`config.mk`:
```
export PLATFORM = sky130hd
export DESIGN_NAME = booth_multiplier
export DESIGN_NICKNAME = d
export VERILOG_FILES = /design/src/rtl/booth_multiplier.sv
export SDC_FILE = /design/constraint.sdc
export NUM_CORES = 1
export LEC_CHECK = 0
export CAP_MARGIN = 30
export CELL_PAD_IN_SITES_DETAIL_PLACEMENT = 0
export CELL_PAD_IN_SITES_GLOBAL_PLACEMENT = 1
export CORE_MARGIN = 4
export CORE_UTILIZATION = 40
export CTS_CLUSTER_DIAMETER = 50
export DETAILED_ROUTE_END_ITERATION = 16
export MAX_ROUTING_LAYER = met4
export PLACE_DENSITY = 0.76
export SYNTH_ARGS = -nofsm -noshare
export SYNTH_HDL_FRONTEND = slang
export SYNTH_SLANG_ARGS = --single-unit --ignore-timing --ignore-initial --compat-mode --unroll-limit 50000
```
`constraint.sdc`:
```
create_clock -name clk -period 0.8 [get_ports clk]
set_input_delay 0.16 -clock clk [delete_from_list [all_inputs] [get_ports clk]]
set_output_delay 0.16 -clock clk [all_outputs]
set_load 0.02 [all_outputs]
```
`src/rtl/booth_multiplier.sv`:
```
// Signed N x N radix-4 Booth multiplier: Booth recoding, Dadda reduction, one final adder, registered result.
// Define BOOTH_MUL_PIPE_EN to register the two Dadda rows before the final adder (latency 2 instead of 1).
module booth_multiplier #(
  parameter int N = 11
) (
  input  logic           clk,
  input  logic           rst,
  input  logic [N-1:0]   A,
  input  logic [N-1:0]   B,
  output logic [2*N-1:0] result
);

  localparam int M      = (N + 2) / 2;  // Booth digits: ceil((N+1)/2)
  localparam int W      = 2 * N;
  localparam int MAXH   = M + 3;
  localparam int NSTAGE = 9;

  // Each partial-product sign s is rewritten as ~s at its sign column minus that column's weight;
  // all of those negative weights fold into this single row of constant ones.
  function automatic logic [W-1:0] se_const();
    logic [W-1:0] c;
    c = '0;
    for (int i = 0; i < M; i++) begin
      if (N + 2 * i < W) c = c - (W'(1) << (N + 2 * i));
    end
    return c;
  endfunction

  localparam logic [W-1:0] SE_CONST = se_const();

  function automatic int dadda_d(input int j);
    int d;
    d = 2;
    for (int k = 0; k < j; k++) d = (d * 3) / 2;
    return d;
  endfunction

  logic [2*M:0] b_ext;
  logic [N:0]   pp     [M];
  logic         pp_neg [M];
  logic [W-1:0] row_s;
  logic [W-1:0] row_c;

  assign b_ext = {{(2 * M - N){B[N-1]}}, B, 1'b0};

  for (genvar i = 0; i < M; i++) begin : g_booth
    logic [2:0] t;
    logic       one;
    logic       two;
    logic [N:0] mag;
    assign t         = b_ext[2*i +: 3];
    assign one       = t[0] ^ t[1];
    assign two       = (t[2] & ~t[1] & ~t[0]) | (~t[2] & t[1] & t[0]);
    assign pp_neg[i] = t[2] & ~(t[1] & t[0]);
    assign mag       = one ? {A[N-1], A} : (two ? {A, 1'b0} : '0);
    // Negation is the inversion here plus pp_neg[i] injected as an extra bit in the tree.
    assign pp[i]     = mag ^ {(N + 1){pp_neg[i]}};
  end

  // Column-wise Dadda reduction; loops unroll into a fixed network of full and half adders.
  always_comb begin : dadda
    logic [MAXH-1:0] col  [W];
    logic [MAXH-1:0] nxt  [W];
    int              cnt  [W];
    int              ncnt [W];
    int              hmax;
    int              d;
    int              ex;
    int              nfa;
    int              nha;
    int              used;
    logic            x0;
    logic            x1;
    logic            x2;

    row_s = '0;
    row_c = '0;
    hmax  = 0;
    d     = 0;
    ex    = 0;
    nfa   = 0;
    nha   = 0;
    used  = 0;
    x0    = 1'b0;
    x1    = 1'b0;
    x2    = 1'b0;
    for (int c = 0; c < W; c++) begin
      col[c]  = '0;
      nxt[c]  = '0;
      cnt[c]  = 0;
      ncnt[c] = 0;
    end

    for (int i = 0; i < M; i++) begin
      for (int j = 0; j <= N; j++) begin
        if (2 * i + j < W) begin
          col[2*i+j][cnt[2*i+j]] = (j == N) ? ~pp[i][N] : pp[i][j];
          cnt[2*i+j] = cnt[2*i+j] + 1;
        end
      end
      col[2*i][cnt[2*i]] = pp_neg[i];
      cnt[2*i] = cnt[2*i] + 1;
    end
    for (int c = 0; c < W; c++) begin
      if (SE_CONST[c]) begin
        col[c][cnt[c]] = 1'b1;
        cnt[c] = cnt[c] + 1;
      end
    end

    for (int s = NSTAGE - 1; s >= 0; s--) begin
      d    = dadda_d(s);
      hmax = 0;
      for (int c = 0; c < W; c++) begin
        if (cnt[c] > hmax) hmax = cnt[c];
      end
      if (hmax > d) begin
        for (int c = 0; c < W; c++) begin
          nxt[c]  = '0;
          ncnt[c] = 0;
        end
        for (int c = 0; c < W; c++) begin
          // Carries already pushed into this column this stage count toward its target height.
          ex   = cnt[c] + ncnt[c] - d;
          nfa  = (ex > 0) ? ex / 2 : 0;
          nha  = (ex > 0) ? ex % 2 : 0;
          used = 0;
          for (int k = 0; k < MAXH; k++) begin
            if (k < nfa) begin
              x0 = col[c][used];
              x1 = col[c][used+1];
              x2 = col[c][used+2];
              used = used + 3;
              nxt[c][ncnt[c]] = x0 ^ x1 ^ x2;
              ncnt[c] = ncnt[c] + 1;
              if (c + 1 < W) begin
                nxt[c+1][ncnt[c+1]] = (x0 & x1) | (x0 & x2) | (x1 & x2);
                ncnt[c+1] = ncnt[c+1] + 1;
              end
            end
          end
          if (nha == 1) begin
            x0 = col[c][used];
            x1 = col[c][used+1];
            used = used + 2;
            nxt[c][ncnt[c]] = x0 ^ x1;
            ncnt[c] = ncnt[c] + 1;
            if (c + 1 < W) begin
              nxt[c+1][ncnt[c+1]] = x0 & x1;
              ncnt[c+1] = ncnt[c+1] + 1;
            end
          end
          for (int k = 0; k < MAXH; k++) begin
            if (k >= used && k < cnt[c]) begin
              nxt[c][ncnt[c]] = col[c][k];
              ncnt[c] = ncnt[c] + 1;
            end
          end
        end
        col = nxt;
        cnt = ncnt;
      end
    end

    for (int c = 0; c < W; c++) begin
      row_s[c] = col[c][0];
      row_c[c] = col[c][1];
    end
  end

`ifdef BOOTH_MUL_PIPE_EN
  logic [W-1:0] row_s_q;
  logic [W-1:0] row_c_q;

  always_ff @(posedge clk or posedge rst) begin
    if (rst) begin
      row_s_q <= '0;
      row_c_q <= '0;
      result  <= '0;
    end else begin
      row_s_q <= row_s;
      row_c_q <= row_c;
      result  <= row_s_q + row_c_q;
    end
  end
`else
  always_ff @(posedge clk or posedge rst) begin
    if (rst) begin
      result <= '0;
    end else begin
      result <= row_s + row_c;
    end
  end
`endif

endmodule

```
==> results of run 1 <==
==> path summary, 6_finish.rpt <==
| path | endpoint | from |
|---|---|---|
| max | result[20]$_DFF_PP0_ | B[3] |
| min | result[5]$_DFF_PP0_ | rst |
| max in group asynchronous | result[20]$_DFF_PP0_ | rst |
| min in group clk | result[0]$_DFF_PP0_ | B[1] |
==> logic make-up (layout without fill, tap and decap cells) <==
logic type	count (synthesis)	after routing
compound gates	78	78
flops	22	22
mux	46	46
simple gates	139	139
buf+inv	91	241
fa+ha+maj	77	77
xor+xnor	77	77
==> layer usage <==
metal  share of wire [%]  vias to the layer above  track usage (%)
met1                  44                     1905             23.4
met4                 2.4                        0             5.61
met3                 3.0                       17            0.743
met2                  51                       82             32.0
li1                    -                     2019                -
met5                   0                        -                -
==> through the flow <==
stage               instance area, sq um  utilization (%)  worst slack [ps]
floorplan                           4730                -             -3530
global placement                    6020             55.3             -4150
detailed placement                  6020             55.3             -4220
CTS                                 6530             60.0             -3570
global route                        6870             63.1             -3630
finish                              6870             63.1             -3450
==> cell type report <==
| type | instances | area (sq um) |
|---|---|---|
| Inverter | 55 | 206 |
| Fill cell | 887 | 4020 |
| Clock buffer | 3 | 41.3 |
| Multi-Input combinational cell | 417 | 4210 |
| Timing Repair Buffer | 183 | 1690 |
| Tap cell | 140 | 175 |
| Sequential cell | 22 | 551 |
==> worst min-delay path, cell delays in order <==
cell and delay (ps):
clkdlybuf4s50_1 400, inv_1 90, buf_12 170
==> layout by cell type (no fill, tap or decap), types with 6 or more instances in the layout <==
cell type / count
nor2b_1: 10
mux2_2: 35
xor2_1: 26
nor2_1: 16
inv_1: 47
a21o_1: 6
nand2_1: 61
o21ai_2: 7
dfrtp_1: 22
ha_1: 27
nand3_1: 8
inv_2: 8
buf_6: 47
a21oi_4: 9
mux2_4: 8
nand2b_1: 14
o21ai_1: 7
ha_4: 15
xnor2_1: 38
buf_4: 107
xnor2_2: 11
nand2_4: 10
clkdlybuf4s50_1: 9
o21ai_0: 8
a21oi_2: 9
fa_1: 31
a21oi_1: 7
==> what timing repair did <==
| action | 4_1_cts | 5_1_grt |
|---|---|---|
| endpoints found under the hold margin | 0 | 0 |
| setup endpoints to repair | 44 | 43 |
| resized for setup | 252 | 64 |
| buffers inserted | 18 | 15 |
| hold buffers | 0 | 0 |
| gates cloned | 1 | 0 |
| pin swaps | 45 | 64 |
==> flow_metrics.tcl, run 1 <==
set metrics [dict create \
    status "finished, violations left" \
    violations "setup timing" \
    drtPass1Iterations 4 \
    yosysMostFrequentCell "nand2_1" \
    worst-path-stages 19 \
    start_kind "input port" \
    critical-path-top-delay-family "adder cells" \
    drtAntennaViolNets 0 \
    wl_per_cell_um 14.4 \
    tns_ps -58570 \
    largest_reg_flops 22 \
    cts_buffer_depth 2 \
    die_area_sq_mm 0.0129 \
    port_buffers 45 \
    io_pins 46 \
    cp_data_required_time_ps 940 \
    synth_fa_ha_area_share_pct 27.5 \
    cp_slowest_stage_delay_ps 520 \
    synthTopCellsByCount "76 x nand2_1, 55 x inv_1, 49 x xnor2_1" \
    coreArea_sq_mm 0.0109 \
    setup_ws_ps -3450 \
    worstSetupPathType "input port to flop" \
    die_h_um 114 \
    cp.buffers_inverters 4 \
    synth-simple-area-share_pct 14.1 \
    drc 0 \
    worstMarginPinSlew_ps 337 \
    synthesis.instances 530 \
    clkSinkCount 22 \
    grt.total_usage_pct 18.4 \
    synth_ff_type "dfrtp_1" \
    overflow 0 \
    nets 783 \
    report.final.slew_viol_count 0 \
    cap_violations 0 \
    antenna_cells 0 \
    netlist.area_leader.share_pct 15.7 \
    setup_viol 43 \
    synth_xor_area_share_pct 15.1 \
    stdcell_count 820 \
    grt_pass1_vias 4154 \
    yosys_warnings 0 \
    slew_headroom_pct 77.4 \
    dp_hpwl_um 9050 \
    hold_viol 0 \
    path_max_fanout 6 \
    seq_area_frac_synth_pct 12.3 \
    vias_per_cell 4.91 \
    slowest_stage "fa_1" \
    synth_edf_count 0 \
    rsz0062_at_grt "true" \
    placementRows 38 \
    worstPathArrival_ps 4390 \
    synth.distinct_cells 40 \
    drtIter0Drc 145 \
    cp_common_cell "fa_1" \
    synth_area_leaders "fa_1 16%, dfrtp_1 12%, ha_1 12%" \
    vias 4023 \
    max_freq_mhz 235 \
    wirelength_um 11800 \
    syn_area_sq_mm 0.00446 \
    drive_gt1_share_pct 45.7 \
    yosys.area.top_type "fa_1" \
    synth-seq-cells 22 \
    synth_top_family_by_area "adder cells" \
    syn2layout_area_growth_pct 54.0 \
    gp_congestion 0.913 \
    root_buffer "clkbuf_8" \
    fin_crit_sh_pct 531 \
    numCtsBuffers 3 \
    top_register "result" \
    dpl.cell_count 792 \
    synth_fp_nets 631 \
    synthMuxAreaShare_pct 11.5 \
    crit_chain "buf_6, buf_6, ha_4, mux2_4, nand2_4, xnor2_2, fa_1, inv_2, fa_1, inv_2, fa_2, fa_1, ha_4, nand4_1, a21oi_2, a21oi_2, o21ai_2, mux2i_1, nand2_1" \
    grt_max_degree 26 \
    initial_core_util_pct 41.0 \
    syn_avg_cell_area_sq_um 8.42 \
    clkTransAtPathRegs_ps 90 \
    timing.hold.ws_ps 198 \
    htreeDepth 1 \
    cts_tree "yes" \
    antenna_found_initial 0 \
    end_kind "flop" \
    min_period_ps 4250 \
    reg_top3 "result x22" \
    grt_pass1_wl_um 19200 \
    hp-class "input port to asynchronous set/reset pin" \
    async_reset_ff_share_pct 100 \
    synth_compound_area_share_pct 11.5 \
    die_width_um 114 \
]
Power of run 1 is not shown: default switching activity piles up to over one toggle a cycle in this logic, so the estimate is an artifact.
==> inputs of run 2 (changes only) <==
--- a/config.mk
+++ b/config.mk
@@ -9,11 +9,12 @@
 export CELL_PAD_IN_SITES_DETAIL_PLACEMENT = 0
 export CELL_PAD_IN_SITES_GLOBAL_PLACEMENT = 1
 export CORE_MARGIN = 4
-export CORE_UTILIZATION = 40
+export CORE_UTILIZATION = 48
 export CTS_CLUSTER_DIAMETER = 50
 export DETAILED_ROUTE_END_ITERATION = 16
+export GPL_ROUTABILITY_DRIVEN = 0
 export MAX_ROUTING_LAYER = met4
-export PLACE_DENSITY = 0.76
+export PLACE_DENSITY = 0.89
 export SYNTH_ARGS = -nofsm -noshare
 export SYNTH_HDL_FRONTEND = slang
 export SYNTH_SLANG_ARGS = --single-unit --ignore-timing --ignore-initial --compat-mode --unroll-limit 50000
==> flow_metrics.tcl, run 2 (synthesized netlist as in run 1, its figures left out) <==
set metrics [dict create \
    cap_violations 0 \
    drtAntennaViolNets 0 \
    antenna_cells 0 \
    place_ws_ps -4240 \
    slew_headroom_pct 70.7 \
    fin_crit_sh_pct 541 \
    grt.total_usage_pct 22.4 \
    dp_hpwl_um 9010 \
    setup_ws_ps -3530 \
    report.final.slew_viol_count 0 \
    nets 774 \
    drc 0 \
    vias_per_cell 5.34 \
    initial_core_util_pct 50.2 \
    cts_tree "yes" \
    min_period_ps 4330 \
    setup_viol 43 \
    grt_pass1_vias 4245 \
    register_area_sq_um 551 \
    start_kind "input port" \
    cp_data_required_time_ps 940 \
    final_common_cell "buf_4" \
    multi_input_area_sq_mm 0.00432 \
    root_buffer "clkbuf_8" \
    final_util_pct 77.2 \
    path_max_fanout 6 \
    grt_pass1_wl_um 20000 \
    drive_gt1_share_pct 46.3 \
    drtIter0Drc 127 \
    io_pins 46 \
    status "finished, violations left" \
    placementRows 34 \
    cts_buffer_depth 2 \
    wirelength_um 12700 \
    die_area_sq_mm 0.0109 \
    die_h_um 104 \
    worstSetupPathType "input port to flop" \
    grt_max_degree 26 \
    numCtsBuffers 3 \
    worstMarginPinSlew_ps 439 \
    antenna_found_initial 0 \
    wl_per_cell_um 16.3 \
    hp-class "input port to asynchronous set/reset pin" \
    rsz0062_at_grt "true" \
    end_kind "flop" \
    final_cell_mix "93 x buf_4, 59 x nand2_1, 51 x buf_6, 47 x inv_1, 38 x mux2_2" \
    vias 4158 \
    n_fill_cell 576 \
    overflow 0 \
    clkSinkCount 22 \
    coreArea_sq_mm 0.00889 \
    htreeDepth 1 \
    top_register "result" \
    clkTransAtPathRegs_ps 70 \
    worstPathArrival_ps 4460 \
    drtPass1Iterations 4 \
    largest_reg_flops 22 \
    ctsHoldBuffers 0 \
    hold_viol 0 \
    die_width_um 104 \
    max_freq_mhz 231 \
    timing.hold.ws_ps 229 \
    port_buffers 45 \
    reg_top3 "result x22" \
    syn2layout_area_growth_pct 53.8 \
    violations "setup timing" \
]
-- run 2: area by class of cell --
| class | instances | area share (%) |
|---|---|---|
| flip-flops and latches | 22 | 8.02 |
| multi-input cells | 417 | 62.9 |
| repair buffers | 174 | 23.5 |
| inverters | 55 | 3.01 |
| clock buffers | 3 | 0.602 |
| well taps | 108 | 1.97 |
-- run 2: path summary, 6_finish.rpt --
check / cells past startpoint / slack, ps / endpoint / from
max: 20 / -3530 / result[20]$_DFF_PP0_ / B[3]
min: 3 / 230 / result[3]$_DFF_PP0_ / rst
max in group asynchronous: 3 / 440 / result[21]$_DFF_PP0_ / rst
min in group clk: 3 / 410 / result[0]$_DFF_PP0_ / B[1]
-- run 2: layer usage --
| metal | vias to the layer above | GRT usage, % | part of all wire (%) | routed length (um) |
|---|---|---|---|---|
| met5 | - | - | 0 | 0 |
| met4 | 0 | 6.46 | 2.9 | 372 |
| met1 | 2025 | 27.0 | 41 | 5210 |
| li1 | 2016 | - | - | - |
| met2 | 93 | 40.4 | 53 | 6800 |
| met3 | 24 | 1.37 | 2.7 | 344 |
-- run 2: per-stage QoR --
stage	area (sq um)	std cells	TNS, ps
5_1_grt	6860	779	-64190
3_5_place_dp	5910	753	-78710
2_1_floorplan	4730	530	-54930
6_report	6860	779	-61360
3_3_place_gp	5910	753	-77270
4_1_cts	6520	775	-60840
-- run 2: critical path, stage by stage --
cell and delay [ps]:
buf_8 100, buf_6 100, buf_6 100, nor3b_2 140
or3_4 390, nand2_4 90, xnor2_2 80, fa_1 530
inv_2 40, fa_1 510, inv_2 40, fa_2 520
fa_1 450, ha_4 350, nand4_1 140, a21oi_2 160
a21oi_2 80, o21ai_2 200, mux2i_1 210, nand2_1 70
-- run 2: what timing repair did --
item                                   4_1_cts  5_1_grt
gates cloned                                 1        0
setup endpoints to repair                   44       43
buffers inserted                            20        8
endpoints found under the hold margin        0        0
gates resized for setup                    270       61
pin swaps                                   64       65
Power of run 2 is left out for the same reason.
==> inputs of run 3 (changes only) <==
==> config.mk (replaced) <==
export PLATFORM = sky130hd
export DESIGN_NAME = booth_multiplier
export DESIGN_NICKNAME = d
export VERILOG_FILES = /design/src/rtl/booth_multiplier.sv
export SDC_FILE = /design/constraint.sdc
export NUM_CORES = 1
export LEC_CHECK = 0
export CAP_MARGIN = 30
export CELL_PAD_IN_SITES_DETAIL_PLACEMENT = 1
export CELL_PAD_IN_SITES_GLOBAL_PLACEMENT = 2
export CORE_MARGIN = 4
export CORE_UTILIZATION = 39
export CTS_CLUSTER_DIAMETER = 50
export DETAILED_ROUTE_END_ITERATION = 16
export GPL_ROUTABILITY_DRIVEN = 0
export MAX_ROUTING_LAYER = met4
export PLACE_DENSITY = 0.9
export SYNTH_ARGS = -nofsm -noshare
export SYNTH_HDL_FRONTEND = slang
export SYNTH_SLANG_ARGS = --single-unit --ignore-timing --ignore-initial --compat-mode --unroll-limit 50000
==> flow_metrics.tcl, run 3 (synthesized netlist as in run 1, its figures left out) <==
set metrics [dict create \
    setup_ws_ps -3630 \
    ctsHoldBuffers 0 \
    io_pins 46 \
    multi_input_area_sq_mm 0.00433 \
    clkTransAtPathRegs_ps 60 \
    setup_viol 44 \
    antenna_cells 0 \
    die_width_um 115 \
    wl_per_cell_um 23.4 \
    htreeDepth 1 \
    rsz0062_at_grt "true" \
    report.final.slew_viol_count 0 \
    stdcell_count 819 \
    cap_violations 0 \
    largest_reg_flops 22 \
    vias_per_cell 5.50 \
    root_buffer "clkbuf_16" \
    dp_hpwl_um 11100 \
    fin_crit_sh_pct 554 \
    tns_ps -61550 \
    drtIter0Drc 236 \
    dpl.cell_count 789 \
    violations "setup timing" \
    drtAntennaViolNets 0 \
    hold_viol 0 \
    drc 0 \
    n_fill_cell 1217 \
    vias 4507 \
    cts_tree "yes" \
    drtPass1Iterations 4 \
    antenna_found_initial 0 \
    nets 782 \
    numCtsBuffers 3 \
    grt_pass1_vias 4895 \
    worstMarginPinSlew_ps 534 \
    final_common_cell "buf_4" \
    initial_core_util_pct 40.4 \
    place_ws_ps -4290 \
    start_kind "input port" \
    top_register "result" \
    grt.total_usage_pct 25.0 \
    syn2layout_area_growth_pct 56.3 \
    stdcell_area_sq_mm 0.00697 \
    end_kind "flop" \
    slew_headroom_pct 64.2 \
    port_buffers 45 \
    final_cell_mix "112 x buf_4, 62 x nand2_1, 46 x inv_1, 41 x buf_6, 40 x xnor2_1" \
    max_freq_mhz 226 \
    overflow 0 \
    grt_max_degree 26 \
    die_h_um 115 \
    reg_top3 "result x22" \
    min_period_ps 4430 \
    register_area_sq_um 551 \
    hp-class "input port to asynchronous set/reset pin" \
    coreArea_sq_mm 0.0110 \
    worstSetupPathType "input port to flop" \
    cp_data_required_time_ps 960 \
    status "finished, violations left" \
    die_area_sq_mm 0.0132 \
    worstPathArrival_ps 4590 \
    clkSinkCount 22 \
    drive_gt1_share_pct 47.3 \
    cts_buffer_depth 2 \
    grt_pass1_wl_um 25400 \
    placementRows 38 \
    path_max_fanout 9 \
    dpl-instance-area_sq_mm 0.00596 \
    wirelength_um 19100 \
]
-- run 3: changes by cell type in the layout (fill, tap and decap cells not counted), sizes merged --
cell           change
clkbuf             +1
clkdlybuf4s50      -1
buf                +8
-- run 3: how the worst max path moves through the flow --
stage / from / to / slack [ps] / depth (start not counted)
CTS: B[3] / result[19]$_DFF_PP0_ / -3540 / 19
finish: B[8] / result[21]$_DFF_PP0_ / -3630 / 18
detailed placement: B[1] / result[19]$_DFF_PP0_ / -4290 / 19
global placement: B[1] / result[21]$_DFF_PP0_ / -4170 / 18
global route: B[3] / result[21]$_DFF_PP0_ / -3750 / 21
floorplan: B[1] / result[20]$_DFF_PP0_ / -3530 / 20
-- run 3: what timing repair did --
action	in CTS	in global routing
setup buffers	15	13
endpoints found under the setup margin	44	43
gates cloned	1	0
resized for setup	263	71
pin swaps	33	45
-- run 3: per-layer routing --
metal	vias up	share of wire, %	global-route usage [%]
li1	2028	-	-
met1	2241	37	27.8
met2	166	54	45.1
met3	72	3.7	1.47
met4	0	5.8	12.4
met5	-	0	-
-- run 3: area by class of cell --
class,instances,area share [%]
sequential,22,7.90
timing repair buffer,182,23.5
inverter,55,2.96
multi-input combinational,417,62.1
clock buffer,3,1.08
tap,140,2.51
-- run 3: per-stage QoR --
step                hold WS (ps)  utilization (%)
finish                       237             63.2
global route                 259             63.2
CTS                          229             58.8
detailed placement           501             54.1
global placement             490             54.1
floorplan                    149                -
-- run 3: critical path: stages --
cell and delay (ps):
clkdlybuf4s50_1 480, ha_4 320, buf_4 190, mux2_2 360
nand2_1 100, xor2_1 220, ha_1 230, inv_1 90
fa_2 590, fa_2 500, ha_4 280, buf_4 150
a21oi_4 140, o21a_1 210, o21ai_2 90, a21oi_2 160
a31oi_2 70, a31oi_1 250
Power of run 3 is left out for the same reason.
